### config.mk
export PLATFORM = sky130hd
export DESIGN_NAME = hex_seg7_scan
export DESIGN_NICKNAME = d
export VERILOG_FILES = /design/src/rtl/hex_seg7_scan.sv
export SDC_FILE = /design/constraint.sdc
export NUM_CORES = 1
export LEC_CHECK = 0
export BUFFER_PORTS_ARGS = -buffer_cell sky130_fd_sc_hd__buf_4
export CAP_MARGIN = 20
export CORE_MARGIN = 2
export CORE_UTILIZATION = 61
export DETAILED_ROUTE_END_ITERATION = 8
export HOLD_SLACK_MARGIN = 0.1
export PLACE_DENSITY_LB_ADDON = 0.05
export SETUP_SLACK_MARGIN = 0.1
export SLEW_MARGIN = 20
export SYNTH_ARGS = -nofsm -noshare
export SYNTH_HDL_FRONTEND = slang
export SYNTH_SLANG_ARGS = --single-unit
### constraint.sdc
create_clock -name clk -period 6.75 [get_ports clk]
set_input_delay 1.0125 -clock clk [delete_from_list [all_inputs] [get_ports clk]]
set_output_delay 1.0125 -clock clk [all_outputs]
set_load 0.01 [all_outputs]
### src/rtl/hex_seg7_scan.sv
// hex_seg7_scan: multiplexed common-anode 7-segment scanner for a 32-bit hex word.
// A new word is captured into a pending buffer on load and only swapped into the
// display word at a frame boundary, so a frame never mixes two values.
// Optional feature: define HEX_SEG7_LZB_EN to blank leading-zero digits.
// Outputs are registered from the current scan state, so they trail it by one cycle.
// Handshake: load is a plain 1-cycle strobe with no back-pressure; data/dp are
// sampled on the rising edge where load=1, and the last strobe before a frame
// boundary wins.
module hex_seg7_scan #(
    parameter int DIGITS   = 8,
    parameter int SCAN_DIV = 1024
) (
    input  logic        clk,
    input  logic        reset,
    input  logic [31:0] data,
    input  logic        load,
    input  logic [7:0]  dp,
    output logic [6:0]  seg,
    output logic        seg_dp,
    output logic [7:0]  dig,
    output logic        frame_tick
);

    localparam int PW = $clog2(SCAN_DIV);
    localparam logic [PW-1:0] CNT_LAST = PW'(SCAN_DIV - 1);
    localparam logic [2:0]    IDX_LAST = 3'(DIGITS - 1);

    logic [PW-1:0] cnt;
    logic [2:0]    idx;
    logic          wrap;
    logic          boundary;

    logic [31:0]   disp_data;
    logic [7:0]    disp_dp;
    logic [31:0]   pend_data;
    logic [7:0]    pend_dp;
    logic          pend_valid;

    logic [3:0]    nibble;
    logic [6:0]    decoded;
    logic          digit_blank;

    assign wrap     = (cnt == CNT_LAST);
    assign boundary = wrap && (idx == IDX_LAST);

    // Prescaler and digit index: one slot of SCAN_DIV cycles per digit.
    always_ff @(posedge clk) begin
        if (reset) begin
            cnt <= '0;
            idx <= '0;
        end else begin
            cnt <= wrap ? '0 : cnt + 1'b1;
            if (wrap) begin
                idx <= (idx == IDX_LAST) ? 3'd0 : idx + 3'd1;
            end
        end
    end

    // Double buffer: pending word collects loads, display word swaps at frame boundary.
    always_ff @(posedge clk) begin
        if (reset) begin
            disp_data  <= '0;
            disp_dp    <= '0;
            pend_data  <= '0;
            pend_dp    <= '0;
            pend_valid <= 1'b0;
        end else if (load && boundary) begin
            // A load landing on the swap cycle is newer than anything pending.
            disp_data  <= data;
            disp_dp    <= dp;
            pend_valid <= 1'b0;
        end else if (load) begin
            pend_data  <= data;
            pend_dp    <= dp;
            pend_valid <= 1'b1;
        end else if (boundary && pend_valid) begin
            disp_data  <= pend_data;
            disp_dp    <= pend_dp;
            pend_valid <= 1'b0;
        end
    end

    // Select the nibble of the digit currently being scanned and decode it.
    always_comb begin
        nibble = disp_data[{idx, 2'b00} +: 4];
        case (nibble)
            4'h0: decoded = 7'h40;
            4'h1: decoded = 7'h79;
            4'h2: decoded = 7'h24;
            4'h3: decoded = 7'h30;
            4'h4: decoded = 7'h19;
            4'h5: decoded = 7'h12;
            4'h6: decoded = 7'h02;
            4'h7: decoded = 7'h78;
            4'h8: decoded = 7'h00;
            4'h9: decoded = 7'h10;
            4'hA: decoded = 7'h08;
            4'hB: decoded = 7'h03;
            4'hC: decoded = 7'h46;
            4'hD: decoded = 7'h21;
            4'hE: decoded = 7'h06;
            default: decoded = 7'h0E;
        endcase
    end

`ifdef HEX_SEG7_LZB_EN
    logic [7:0] blank_mask;
    logic       zero_run;

    // Leading-zero mask: digit i blanks when it and every digit above it are zero;
    // digit 0 always shows.
    always_comb begin
        blank_mask = '0;
        zero_run   = 1'b1;
        for (int i = DIGITS - 1; i >= 0; i--) begin
            zero_run      = zero_run && (disp_data[4*i +: 4] == 4'h0);
            blank_mask[i] = zero_run && (i != 0);
        end
        digit_blank = blank_mask[idx];
    end
`else
    assign digit_blank = 1'b0;
`endif

    // Registered pin drivers; digit enables are off for the first cycle of each slot.
    always_ff @(posedge clk) begin
        if (reset) begin
            seg        <= 7'h7F;
            seg_dp     <= 1'b1;
            dig        <= 8'hFF;
            frame_tick <= 1'b0;
        end else begin
            seg        <= digit_blank ? 7'h7F : decoded;
            seg_dp     <= ~disp_dp[idx];
            dig        <= (cnt == '0) ? 8'hFF : ~(8'b1 << idx);
            frame_tick <= boundary;
        end
    end

endmodule

==> results.yml <==
outcome:
  status: "complete, no violations"
clock_tree:
  path_clk_slew_ps: 110
  clock-sinks: 111
  cts_max_level: 3
  ctsRootBufferMaster: "clkbuf_8"
  cts_tree: "built"
  cts-buffers-inserted: 9
  clkLatencyLatePin_ps: 380
  postCtsHoldBufs: 0
  cts_max_path_buffers: 2
  post_cts_buffers: 0
  cts_resized: 0
cells_and_area:
  mostFrequentLayoutCell: "nand2_1"
  diodes: 0
  final_cell_mix: "138 x nand2_1, 111 x dfxtp_1, 62 x buf_4"
  fin_area_um2: 5640
  stdcell_count: 712
  drive_gt1_frac: 0.221
  final_nets: 658
  syn2layout_area_growth_pct: 10.3
logic_synthesis:
  synthDistinctLibCells: 44
  avgSynthCellArea_um2: 8.98
  syn_nets: 626
  synth.area.top_cells: "dfxtp_1 43%, nand2_1 10%, o31ai_2 9.8%, nor2b_1 5.0%, a21oi_1 4.3%"
  syn-instance-count: 570
  ys_ff_latch: 111
  yosysTopAreaCell: "dfxtp_1"
  synth_top_cell_area_share: 0.434
  syn_area_um2: 5120
  yosys_warnings: 0
  seq_area_frac_synth: 0.434
timing:
  slew_headroom: 0.315
  report.final.hold_viol_count: 0
  max_freq_ghz: 0.323
  slew_violations: 0
  finalCritPeriodShare: 0.459
  worst_pin_slew_ps: 999
  finalSetupTns_ps: 0
  fin_crit_ps: 3100
  worst_slack_ps: 3650
  fin_skew_ps: 11.3
  setup_viol: 0
  rsz0062_at_grt: "no"
pwr:
  powerDensity_nw_per_um2: 204
  p_leak_nw: 2.20
  power.total_w: 0.00115
  irDropWorstVdd_v: 0.000123
floorplan:
  die_area_um2: 9140
  core_um2: 8180
  rows: 33
  die_w_um: 95.6
  die_h_um: 95.6
  pin_count: 60
  floorplan.initialDensity: 0.626
route:
  dr.first_iter.drc_count: 201
  wl_per_cell_um: 14.5
  vias_per_cell: 5.61
  antenna_left: 0
  drc_errors: 0
  wl_met3_um: 549
  wl_met1_um: 4600
  vias: 3995
  top_layer_used: "met4"
  first_pass_iters: 5
  routed_wl_um: 10400
  dr_wl_met2_um: 5040
setup_path:
  crit_fanout: 17
  crit_slowest_cell: "dfxtp_1"
  path_cells: "mux4_2, mux2i_1, inv_1, ha_1, inv_1, nor3_1, a2111oi_0, a21oi_1"
  cp_top_family: "multiplexers"
  worst-path-buf-inv: 2
  crit_top_cell: "inv_1"
  required_ps: 7010
  end_kind: "flop"
  arrival_ps: 3350
  slowest_delay_ps: 930
  crit_type: "flop to flop"
  cp-start-kind: "flop"
placement:
  dp_cells: 696
  gp_congestion: 0.776
  dpl.hpwl_um: 6670
  dpl_worst_slack_ps: 3590
  numPortBuffers: 59
  placed_area_um2: 5450
global_route:
  antenna_found_initial: 0
  grt_first_pass_wirelength_um: 17200
  grtUsageTotal: 0.241
  grt_start_max_net_pins: 70
  overflow: 0
  grt_pass1_vias: 3711
run:
  maxCapViolations: 0
worst_hold_path:
  hold_path_class: "flop to flop"
## per-stage QoR
step | util | hold WS (ps)
after floorplan | - | 429
after global placement | 0.667 | 440
after detailed placement | 0.667 | 446
after CTS | 0.690 | 463
after global routing | 0.690 | 485
final | 0.690 | 462
## power breakdown
group          leakage (nW)  total [W]  switching, W  internal, W
sequential            0.905   0.000681    0.00000869     0.000672
combinational          1.20  0.0000940     0.0000529    0.0000411
clock                0.0934   0.000377      0.000236     0.000141
total                  2.20    0.00115      0.000297     0.000855
## worst paths after layout
check             slack (ps)  depth (start not counted)      endpoint         start
setup / recovery        3650                          8        seg[3]        idx[0]
hold / removal           460                          2  pend_data[9]  pend_data[9]
setup reg to reg        3650                          8        seg[3]        idx[0]
hold reg to reg          460                          2  pend_data[9]  pend_data[9]
## cell families (layout without fill, tap and decap cells)
| logic type | Yosys count | after routing | synth area share |
|---|---|---|---|
| AOI/OAI and AO/OA | 103 | 103 | 0.171 |
| xor gates and xnor gates | 8 | 8 | 0.0137 |
| adders and majority gates | 13 | 13 | 0.0318 |
| buffers and inverters | 50 | 87 | 0.0577 |
| DFF | 111 | 111 | 0.434 |
| muxes | 19 | 19 | 0.0572 |
| and+or+nand+nor | 266 | 266 | 0.234 |
## registers in the layout, indices dropped and copies added (netlist names)
signal      count
disp_data      32
pend_data      32
cnt            10
dig             8
disp_dp         8
pend_dp         8
seg             7
idx             3
frame_tick      1
pend_valid      1
seg_dp          1
## layout make-up
cell class / count / area (µm²)
clock buffers: 9 / 124
clock inverters: 7 / 63.8
well taps: 105 / 131
inverters: 9 / 33.8
fillers: 693 / 2530
flip-flops and latches: 111 / 2220
repair buffers: 62 / 465
multi-input cells: 409 / 2600
## worst reg2reg max path, cell delays in order, from the launching register on
cell and delay [ps]:
dfxtp_1 930, mux4_2 630, mux2i_1 400, inv_1 160
ha_1 240, inv_1 80, nor3_1 70, a2111oi_0 390
a21oi_1 70
## metal layers
metal  vias up  GRT usage
li1       1976          -
met4         0     0.0750
met5         -          0
met2       102      0.409
met3        11     0.0538
met1      1906      0.305
## Yosys cell counts, drive strengths merged
cell type and number:
and2 6, and3 5, nand4 1, inv 8, o31ai 40, a2111oi 1, mux2 2, a311o 1
nand2b 1, ha 13, a221o 3, or3 1, o21ba 1, dfxtp 111, nand3 2, mux4 8
clkinv 1, a31oi 2, buf 16, clkbuf 25, o22a 1, nor4b 1, nand2 138, nor2 56
o21ai 2, xnor2 6, a21oi 44, o22ai 1, a211oi 3, nor2b 41, mux2i 9, nor3 8
a22o 1, a21o 2, a22oi 1, nor4 1, nor3b 3, and4 2, xor2 2
No activity file was read; power rests on OpenSTA's default activity.
